<file path="config.mk">
export PLATFORM = sky130hd
export DESIGN_NAME = btn_cond
export DESIGN_NICKNAME = d
export VERILOG_FILES = /design/src/rtl/btn_cond_pkg.sv /design/src/rtl/btn_debounce_ch.sv /design/src/rtl/btn_cond.sv
export SDC_FILE = /design/constraint.sdc
export NUM_CORES = 1
export LEC_CHECK = 0
export BUFFER_PORTS_ARGS = -buffer_cell sky130_fd_sc_hd__buf_2
export CORE_ASPECT_RATIO = 1.2
export CORE_UTILIZATION = 45
export DETAILED_ROUTE_END_ITERATION = 6
export PLACE_DENSITY = 0.6
export SLEW_MARGIN = 10
export SYNTH_ARGS = -nofsm -noshare
export SYNTH_HDL_FRONTEND = slang
export SYNTH_SLANG_ARGS = --single-unit
</file>
<file path="constraint.sdc">
create_clock -name clk -period 1.81 [get_ports clk]
set_input_delay 0.362 -clock clk [delete_from_list [all_inputs] [get_ports clk]]
set_output_delay 0.362 -clock clk [all_outputs]
set_load 0.02 [all_outputs]
</file>
<file path="src/rtl/btn_cond_pkg.sv">
// Shared definitions for the push-button conditioner.
// Holds the per-channel debounce state encoding and default timing constants.
// Imported by the channel module and the top.
package btn_cond_pkg;

  // Debounce FSM states: level is 0 in IDLE/DB_HIGH, 1 in HELD/DB_LOW.
  typedef enum logic [1:0] {
    IDLE    = 2'd0,
    DB_HIGH = 2'd1,
    HELD    = 2'd2,
    DB_LOW  = 2'd3
  } db_state_e;

  // 10 ms stability window at 100 MHz.
  localparam int unsigned DEBOUNCE_CYCLES_DEFAULT = 1000000;

  // Board has four push buttons.
  localparam int unsigned N_BTN_DEFAULT = 4;

endpackage

</file>
<file path="src/rtl/btn_debounce_ch.sv">
// One button channel: 2-FF synchroniser, stability counter, debounce FSM.
// A clean edge first captured at edge k reaches the outputs at edge k+DEBOUNCE_CYCLES+2.
// No backpressure: strobes are single-cycle pulses that are not held for a consumer.
module btn_debounce_ch
  import btn_cond_pkg::*;
#(
  parameter int unsigned DEBOUNCE_CYCLES = DEBOUNCE_CYCLES_DEFAULT
) (
  input  logic clk,
  input  logic rst,
  input  logic btn_raw_i,
  output logic btn_level_o,
  output logic btn_press_o,
  output logic btn_release_o
);

  // DEBOUNCE_CYCLES must be >= 2 so the counter is at least one bit wide.
  localparam int unsigned CNT_W = $clog2(DEBOUNCE_CYCLES);
  localparam logic [CNT_W-1:0] CNT_LAST = CNT_W'(DEBOUNCE_CYCLES - 1);

  logic            sync1_q;
  logic            sync2_q;
  db_state_e       state_q;
  logic [CNT_W-1:0] cnt_q;
  logic            level_q;
  logic            press_q;
  logic            release_q;

  // Two-stage synchroniser bringing the asynchronous button level onto clk.
  always_ff @(posedge clk) begin
    if (rst) begin
      sync1_q <= 1'b0;
      sync2_q <= 1'b0;
    end else begin
      sync1_q <= btn_raw_i;
      sync2_q <= sync1_q;
    end
  end

  // Debounce FSM; the counter is cleared on every state entry so it never wraps,
  // and level/strobes are registered on the same edge as the transition.
  always_ff @(posedge clk) begin
    if (rst) begin
      state_q   <= IDLE;
      cnt_q     <= '0;
      level_q   <= 1'b0;
      press_q   <= 1'b0;
      release_q <= 1'b0;
    end else begin
      press_q   <= 1'b0;
      release_q <= 1'b0;
      case (state_q)
        IDLE: begin
          if (sync2_q) begin
            state_q <= DB_HIGH;
            cnt_q   <= '0;
          end
        end
        DB_HIGH: begin
          if (!sync2_q) begin
            // Glitch shorter than the window: drop it silently.
            state_q <= IDLE;
            cnt_q   <= '0;
          end else if (cnt_q == CNT_LAST) begin
            state_q <= HELD;
            cnt_q   <= '0;
            level_q <= 1'b1;
            press_q <= 1'b1;
          end else begin
            cnt_q <= cnt_q + 1'b1;
          end
        end
        HELD: begin
          if (!sync2_q) begin
            state_q <= DB_LOW;
            cnt_q   <= '0;
          end
        end
        DB_LOW: begin
          if (sync2_q) begin
            state_q <= HELD;
            cnt_q   <= '0;
          end else if (cnt_q == CNT_LAST) begin
            state_q   <= IDLE;
            cnt_q     <= '0;
            level_q   <= 1'b0;
            release_q <= 1'b1;
          end else begin
            cnt_q <= cnt_q + 1'b1;
          end
        end
        default: begin
          state_q <= IDLE;
          cnt_q   <= '0;
          level_q <= 1'b0;
        end
      endcase
    end
  end

  assign btn_level_o   = level_q;
  assign btn_press_o   = press_q;
  assign btn_release_o = release_q;

endmodule

</file>
<file path="src/rtl/btn_cond.sv">
// Push-button conditioner: N_BTN independent debounced levels plus press/release strobes.
// Latency DEBOUNCE_CYCLES+2 clk cycles from a stable raw edge to level/strobe.
// No backpressure: strobes are one-cycle pulses, simultaneous channels are not arbitrated.
module btn_cond
  import btn_cond_pkg::*;
#(
  parameter int unsigned N_BTN           = N_BTN_DEFAULT,
  parameter int unsigned DEBOUNCE_CYCLES = DEBOUNCE_CYCLES_DEFAULT
) (
  input  logic             clk,
  input  logic             rst,
  input  logic [N_BTN-1:0] btn_raw,
  output logic [N_BTN-1:0] btn_level,
  output logic [N_BTN-1:0] btn_press,
  output logic [N_BTN-1:0] btn_release
);

  // One identical, fully independent conditioner per button.
  for (genvar g = 0; g < N_BTN; g++) begin : g_ch
    btn_debounce_ch #(
      .DEBOUNCE_CYCLES(DEBOUNCE_CYCLES)
    ) u_ch (
      .clk          (clk),
      .rst          (rst),
      .btn_raw_i    (btn_raw[g]),
      .btn_level_o  (btn_level[g]),
      .btn_press_o  (btn_press[g]),
      .btn_release_o(btn_release[g])
    );
  end

endmodule

</file>
==> results of run 1 <==
[report_power, final]
part | switching [W] | internal (W) | leakage, nW | total, W
Sequential | 0.0000206 | 0.00240 | 0.879 | 0.00242
Clock | 0.000903 | 0.000969 | 0.138 | 0.00187
Combinational | 0.000128 | 0.0000772 | 1.63 | 0.000205
Total | 0.00105 | 0.00344 | 2.65 | 0.00450
[what timing repair did]
action,CTS,global route
setup endpoints to repair,36,62
pin swaps,9,29
gates cloned,1,1
buffers inserted,9,5
gates resized for setup,24,53
[cell type report]
cell class	count	area share, %
Multi-Input combinational cell	447	45.44
Clock buffer	10	3.537
Inverter	20	1.111
Timing Repair Buffer	126	14.20
Clock inverter	6	0.5926
Sequential cell	108	32.26
Tap cell	154	2.852
[synth_stat cells, types with 4 or more instances]
cell,count,share of area [%]
nor4_1,8,0.96
and3_1,16,1.9
xor2_1,16,2.7
or3_1,10,1.2
ha_1,4,0.96
nor2b_1,15,1.8
o21ai_0,33,3.2
a22o_1,10,1.7
a21o_1,9,1.3
and4_1,9,1.5
nor3b_1,7,1.0
nand2b_1,9,1.1
a21oi_1,38,3.6
nand2_1,52,3.7
nor2_1,35,2.5
mux2i_1,14,2.7
nor3_1,23,2.2
nand3_1,36,3.5
a31oi_1,26,3.1
inv_1,20,1.4
dfxtp_1,108,41
nand4_1,17,2.0
buf_2,6,0.58
buf_4,12,1.7
xnor2_1,13,2.2
clkbuf_1,9,0.65
[state kept, by name, summed over array words and instances (netlist names), named ones only]
signal and flops:
g_ch.u_ch.btn_release_o 4, g_ch.u_ch.btn_level_o 4, g_ch.u_ch.btn_press_o 4, g_ch.u_ch.sync1_q 4, g_ch.u_ch.state_q 4, g_ch.u_ch.sync2_q 4, g_ch.u_ch.cnt_q 80
[layout by cell type, fill, tap and decap left out, types with 17 or more instances in the layout]
master / Yosys / final
buf_4: 12 / 97
dfxtp_1: 108 / 94
nand2_1: 52 / 51
nor2_1: 35 / 35
nand3_1: 36 / 31
a21oi_1: 38 / 27
o21ai_0: 33 / 26
a31oi_1: 26 / 25
inv_1: 20 / 20
nor3_1: 23 / 19
buf_2: 6 / 18
nand4_1: 17 / 17
[critical path, stage by stage, from the launching register on]
cell and delay, ns:
dfxtp_2 0.32, or4b_4 0.54, nor4_4 0.27, a211oi_4 0.14, buf_2 0.18, a21o_1 0.15
a21o_1 0.16
[per-stage QoR]
stage	util, %	instance area, um^2
global route	60.65	6756
detailed placement	54.66	6090
CTS	58.70	6540
floorplan	-	5251
global placement	54.66	6090
finish	60.65	6756
[layer usage]
metal  share of wire [%]  wire length [um]
met2                  50              6183
met4                 2.0               248
met1                  46              5741
met3                 2.4               293
met5                   0                 0
[cells by family (layout without fill, tap and decap cells)]
| kind of cell | count (synthesis) | in the layout | share of synthesized area (%) |
|---|---|---|---|
| adder cells (fa/ha/maj) | 4 | 4 | 0.9595 |
| AO/OA/AOI/OAI | 138 | 139 | 16.62 |
| AND/OR/NAND/NOR | 261 | 261 | 28.38 |
| multiplexers | 14 | 14 | 2.686 |
| buffers and inverters | 50 | 162 | 5.037 |
| flip-flops | 108 | 108 | 41.45 |
| XOR/XNOR | 29 | 29 | 4.869 |
[worst min path at each step]
stage / startpoint / end / slack (ns) / cells after the start
after floorplan: g_ch[0].u_ch.sync1_q / g_ch[0].u_ch.sync2_q / 0.41 / 1
after detailed placement: g_ch[1].u_ch.sync1_q / g_ch[1].u_ch.sync2_q / 0.45 / 1
after global routing: btn_raw[2] / g_ch[2].u_ch.sync1_q / 0.24 / 2
final: btn_raw[1] / g_ch[1].u_ch.sync1_q / 0.23 / 2
after global placement: g_ch[1].u_ch.sync1_q / g_ch[1].u_ch.sync2_q / 0.44 / 1
after CTS: btn_raw[2] / g_ch[2].u_ch.sync1_q / 0.22 / 2
==> impl_table.tex, run 1 <==
\begin{tabular}{lr}
\hline
Metric & Value \\
\hline
\multicolumn{2}{l}{\textbf{Setup path}} \\
\quad Critical Path End & g\_ch[0].u\_ch.cnt\_q[16] \\
\quad Signal arrival time at the worst endpoint & between 2 and 2.5 ns \\
\quad Required arrival time at the worst endpoint & 2.07 ns \\
\quad Worst setup EP type & register \\
\quad Launching element of the worst setup path & g\_ch[0].u\_ch.cnt\_q[7] \\
\quad Endpoint of the lowest-slack register-to-register path & g\_ch[0].u\_ch.cnt\_q[16] \\
\quad Crit path launch type & register \\
\quad Worst-case register-to-register setup slack & -0.05 ns \\
\quad Critical path peak fanout & 5 \\
\quad RR Startpoint & g\_ch[0].u\_ch.cnt\_q[7] \\
\quad Cell depth of the worst flop-to-flop path & 6 \\
\quad Worst setup path class & reg2reg \\
\multicolumn{2}{l}{\textbf{Cells and area}} \\
\quad Number of cells in the finished layout apart from fillers & 871 \\
\quad Fraction of layout cells with a size suffix above 1 & $\sim$30\% \\
\quad Count of antenna diodes in the layout & 0 \\
\quad Layout overhead on the synthesized area & 29.53\% \\
\quad Final-stage net count & between 700 and 800 \\
\quad Filler cell count & about 1000 \\
\quad Multi-input combinational cell area & roughly 3100 um\^{}2 \\
\quad Sequential cell area & 2180 um\^{}2 \\
\multicolumn{2}{l}{\textbf{STA}} \\
\quad Slack of the critical path & -0.04775 ns \\
\quad Number of hold violations in the final report & 0 \\
\quad Final max-slew violation count & 0 \\
\quad Final sum of negative setup slack & -0.2088 ns \\
\quad Final setup violation count & 6 \\
\quad Final period demand of the worst path & approximately 1.9 ns \\
\quad Worst slew pin tran & approximately 0.63 ns \\
\quad Hold slack & 0.2268 ns \\
\quad Clk\_skew & between 0.006 and 0.007 ns \\
\quad Worst max-slew margin expressed relative to the limit & just under 60\% \\
\quad Post-route fraction of the period consumed by the critical path & 102.6\% \\
\quad Highest achievable clock rate & between 500 and 600 MHz \\
\quad Unrepaired setup endpoints after global routing & yes \\
\multicolumn{2}{l}{\textbf{Routing}} \\
\quad Vias & approximately 4800 \\
\quad Remaining antenna violation count after routing & 0 \\
\quad Final Routed Wirelength & 12.47 mm \\
\quad Number of design-rule violations left by the first detailed-router iteration & 167 \\
\quad Via-per-instance ratio & roughly 5.5 \\
\quad Routed length per instance & 14.31 um \\
\quad Number of iterations in the first detailed-routing pass & 5 \\
\quad Residual DRC count & 0 \\
\multicolumn{2}{l}{\textbf{Floorplan}} \\
\quad Floorplan row count & 42 \\
\quad Placeable core region & approximately 11000 um\^{}2 \\
\quad Die extent in y & 119.9 um \\
\quad Die area & 12030 um\^{}2 \\
\quad Die width & 100.3 um \\
\quad Initial standard-cell utilization of the core & 46.82\% \\
\quad Ports placed on the boundary & 18 \\
\multicolumn{2}{l}{\textbf{Placement}} \\
\quad Count of input and output buffers & 17 \\
\quad Total half-perimeter wirelength after legalization and detailed placement & 8.561 mm \\
\quad Worst setup timing slack at the placement stage & -0.06838 ns \\
\quad Number of placed instances, taps included & 842 \\
\quad Placer congestion estimate & 0.8269 \\
\multicolumn{2}{l}{\textbf{Power and ir drop}} \\
\quad Leakage & about 2.6 nW \\
\quad Pwr per Cell Area & $\sim$670 nW/um\^{}2 \\
\quad Max rail drop VDD & $\sim$0.00038 V \\
\quad Power, Total & $\sim$0.0045 W \\
\multicolumn{2}{l}{\textbf{Run status}} \\
\quad Status & complete, but fails checks \\
\quad Failing checks & negative setup slack \\
\multicolumn{2}{l}{\textbf{Clock network}} \\
\quad Clk slew on worst S/H paths & approximately 0.070 ns \\
\quad Sink Count & about 110 \\
\quad Inserted Clock Buffers & 9 \\
\quad Buffer cell driving the clock tree root & clkbuf\_16 \\
\quad H-tree levels & 3 \\
\quad Clock Tree Buf Depth & 2 \\
\quad CTS tree & yes \\
\quad Later-pin clock latency in the skew report & 0.36 ns \\
\quad Hold-fix buffer count after cts & 0 \\
\multicolumn{2}{l}{\textbf{Synth}} \\
\quad Count of different cell masters after synthesis & 59 \\
\quad Post-synthesis instance area & approximately 5200 um\^{}2 \\
\quad Synth Instances & 604 \\
\quad Async set-or-reset flop fraction in the synthesized netlist & 0\% \\
\quad Total of warnings raised by yosys & 0 \\
\quad Average cell area after synthesis & between 8 and 9 um\^{}2 \\
\quad Sequential area share after synthesis & approximately 41\% \\
\quad Number of flops mapped to enable cells by yosys & 0 \\
\quad Post-synth top flop & dfxtp\_1 \\
\quad Post-Syn Nets & 614 \\
\quad FF+latch count, synth & between 100 and 150 \\
\multicolumn{2}{l}{\textbf{Global routing}} \\
\quad First-pass GRT wire length & 21.03 mm \\
\quad Global-route track usage on met2 & between 30\% and 40\% \\
\quad Number of antenna violations at the first check in global routing & 0 \\
\quad Total congestion overflow & 0 \\
\quad Met1 Resource Use GR & around 27\% \\
\quad Global-route track usage on met3 & 3.902\% \\
\quad Via count of the first global-routing pass & between 4000 and 5000 \\
\quad Largest net degree at the start of global routing & 19 \\
\quad Most Crowded Layer GR & met2 \\
\quad Total routing usage reported by global routing & 21.88\% \\
\multicolumn{2}{l}{\textbf{Run}} \\
\quad Number of maximum-capacitance constraint violations & 0 \\
\multicolumn{2}{l}{\textbf{Hold path}} \\
\quad Worst min-delay path category & in2reg \\
\hline
\end{tabular}
Power figures use the tool's default switching activity.
==> run 2: changes to the inputs <==
- TNS_END_PERCENT: unset -> 10
==> impl_table.tex, run 2 (synthesis results as in run 1) <==
\begin{tabular}{lr}
\hline
Metric & Value \\
\hline
\multicolumn{2}{l}{\textbf{Cells and area}} \\
\quad Final design area excluding fillers & roughly 6800 um\^{}2 \\
\quad Commonest cells after routing, fill and taps aside & buf\_4 (113), dfxtp\_1 (98), nand2\_1 (51) \\
\quad Largest register FFs & 80 \\
\quad Final standard cell utilization of the core & around three fifths \\
\quad Layout overhead on the synthesized area & 30.03\% \\
\quad Count of antenna diodes in the layout & 0 \\
\quad Fraction of layout cells with a size suffix above 1 & between 20 and 30\% \\
\quad Commonest non-fill, non-tap cell in the layout & buf\_4 \\
\quad Register with the highest flop count & g\_ch.u\_ch.cnt\_q \\
\quad Final-stage net count & 731 \\
\multicolumn{2}{l}{\textbf{STA}} \\
\quad Number of hold violations in the final report & 0 \\
\quad Highest achievable clock rate & approximately 550 MHz \\
\quad Final setup violation count & 6 \\
\quad Final period demand of the worst path & around 1.8 ns \\
\quad Final max-slew violation count & 0 \\
\quad Post-route fraction of the period consumed by the critical path & 101.2\% \\
\quad Final sum of negative setup slack & -0.07131 ns \\
\quad Worst max-slew margin expressed relative to the limit & between 60\% and 70\% \\
\quad Clk\_skew & between 0.005 and 0.006 ns \\
\quad Unrepaired setup endpoints after global routing & yes \\
\quad Worst slew pin tran & roughly 0.52 ns \\
\quad Slack of the critical path & -0.02089 ns \\
\multicolumn{2}{l}{\textbf{Clock network}} \\
\quad H-tree levels & 3 \\
\quad Inserted Clock Buffers & 9 \\
\quad Buffer cell driving the clock tree root & clkbuf\_16 \\
\quad CTS tree & yes \\
\quad Hold-fix buffer count after cts & 0 \\
\quad Later-pin clock latency in the skew report & around 0.35 ns \\
\quad Sink Count & around 110 \\
\quad Clock Tree Buf Depth & 2 \\
\quad Clk slew on worst S/H paths & about 0.07 ns \\
\multicolumn{2}{l}{\textbf{Floorplan}} \\
\quad Ports placed on the boundary & 18 \\
\quad Placeable core region & about 11000 um\^{}2 \\
\quad Floorplan row count & 42 \\
\quad Die width & 100.3 um \\
\quad Initial standard-cell utilization of the core & 46.82\% \\
\quad Die area & 12030 um\^{}2 \\
\quad Die extent in y & roughly 120 um \\
\multicolumn{2}{l}{\textbf{Hold path}} \\
\quad Worst min-delay path category & in2reg \\
\quad Hold\_sp & btn\_raw[2] \\
\multicolumn{2}{l}{\textbf{Routing}} \\
\quad Routed length per instance & approximately 14 um \\
\quad Vias & about 4700 \\
\quad Remaining antenna violation count after routing & 0 \\
\quad Final Routed Wirelength & 12.31 mm \\
\quad Residual DRC count & 0 \\
\quad Number of iterations in the first detailed-routing pass & 4 \\
\quad Via-per-instance ratio & 5.399 \\
\quad Number of design-rule violations left by the first detailed-router iteration & 152 \\
\multicolumn{2}{l}{\textbf{Placement}} \\
\quad Placed Instance Area & just over 6000 um\^{}2 \\
\quad Placer congestion estimate & between 0.8 and 0.9 \\
\quad Total half-perimeter wirelength after legalization and detailed placement & between 8 and 9 mm \\
\quad Worst setup timing slack at the placement stage & -0.2232 ns \\
\quad Count of input and output buffers & 17 \\
\multicolumn{2}{l}{\textbf{Power and ir drop}} \\
\quad Pwr per Cell Area & roughly 660 nW/um\^{}2 \\
\quad Leakage & about 2.7 nW \\
\quad Max rail drop VDD & between 0.0004 and 0.0005 V \\
\multicolumn{2}{l}{\textbf{Setup path}} \\
\quad Launching element of the worst setup path & g\_ch[1].u\_ch.cnt\_q[1] \\
\quad Worst setup EP type & register \\
\quad Delay of the slowest critical-path stage & approximately 0.48 ns \\
\quad RR Startpoint & g\_ch[1].u\_ch.cnt\_q[1] \\
\quad Cell Chain, Critical Path & ha\_4, nand4\_1, nor4b\_4, a21oi\_4, and3\_4, a221o\_1 \\
\quad Signal arrival time at the worst endpoint & between 2 and 2.5 ns \\
\quad Crit path launch type & register \\
\quad Critical path peak fanout & 5 \\
\quad Required arrival time at the worst endpoint & 2.06 ns \\
\quad Worst setup path class & reg2reg \\
\quad CP max-delay cell & nor4b\_4 \\
\multicolumn{2}{l}{\textbf{Global routing}} \\
\quad Total congestion overflow & 0 \\
\quad Total routing usage reported by global routing & a little over a fifth \\
\quad Number of antenna violations at the first check in global routing & 0 \\
\quad Via count of the first global-routing pass & around 4400 \\
\quad First-pass GRT wire length & just over 20 mm \\
\quad Largest net degree at the start of global routing & 21 \\
\multicolumn{2}{l}{\textbf{Run status}} \\
\quad Status & complete, but fails checks \\
\quad Failing checks & negative setup slack \\
\multicolumn{2}{l}{\textbf{Run}} \\
\quad Number of maximum-capacitance constraint violations & 0 \\
\hline
\end{tabular}
==> run 2: cell count changes in the layout (fill, tap and decap cells not counted), sizes merged <==
cell / previous run / this run
a211o: 3 / 2
clkinvlp: 1 / 0
clkinv: 5 / 2
clkbuf: 10 / 13
a21oi: 39 / 40
buf: 126 / 135
==> run 2: cell type report <==
cell class | instances | area, um^2
repair buffers | 135 | 1007
flip-flops and latches | 108 | 2175
fillers | 1006 | 4358
clock buffers | 13 | 260.3
well taps | 154 | 192.7
inverters | 20 | 75.07
multi-input cells | 447 | 3063
clock inverters | 2 | 10.01
==> run 2: report_power, final <==
group	leakage [nW]	internal [W]	total [W]	switching, W
Combinational	1.67	0.0000801	0.000208	0.000128
Sequential	0.877	0.00240	0.00242	0.0000179
Clock	0.135	0.000999	0.00187	0.000866
Total	2.68	0.00348	0.00449	0.00101
==> run 2: worst paths after layout <==
path,endpoint,slack [ns],depth (start not counted)
worst max-delay path,g_ch[1].u_ch.cnt_q[9],-0.02,6
worst min-delay path,g_ch[2].u_ch.sync1_q,0.22,2
worst min register to register,g_ch[3].u_ch.sync2_q,0.46,1
worst max register to register,g_ch[1].u_ch.cnt_q[9],-0.02,6
==> run 2: routing by layer <==
| metal | up-vias | share of wire (%) | GRT usage [%] |
|---|---|---|---|
| met5 | - | 0 | 0 |
| met4 | 0 | 1.6 | 7.971 |
| met3 | 13 | 2.1 | 3.553 |
| met2 | 45 | 49 | 34.80 |
| met1 | 2258 | 47 | 27.23 |
| li1 | 2430 | - | - |
==> run 2: worst max-delay path: cells and delay by family, from the launching register on <==
| family | cells | cell delay, ns |
|---|---|---|
| AOI/OAI and AO/OA | 2 | 0.40 |
| and+or+nand+nor | 3 | 0.84 |
| DFF | 1 | 0.35 |
| adders and majority gates | 1 | 0.14 |
==> run 2: repair_timing <==
action,4_1_cts,5_1_grt
hold endpoints to repair,0,0
pin swaps,8,14
gates resized for setup,17,45
cloned,0,1
endpoints found under the setup margin,57,66
buffers inserted,5,6
==> run 2: per-stage QoR <==
step	instances	power, W	hold WS, ns
2_1_floorplan	604	0.002597	0.4138
3_3_place_gp	852	0.002665	0.4224
3_5_place_dp	852	0.002672	0.4521
4_1_cts	872	0.004535	0.2095
5_1_grt	879	0.004663	0.2355
6_report	879	0.004489	0.2172
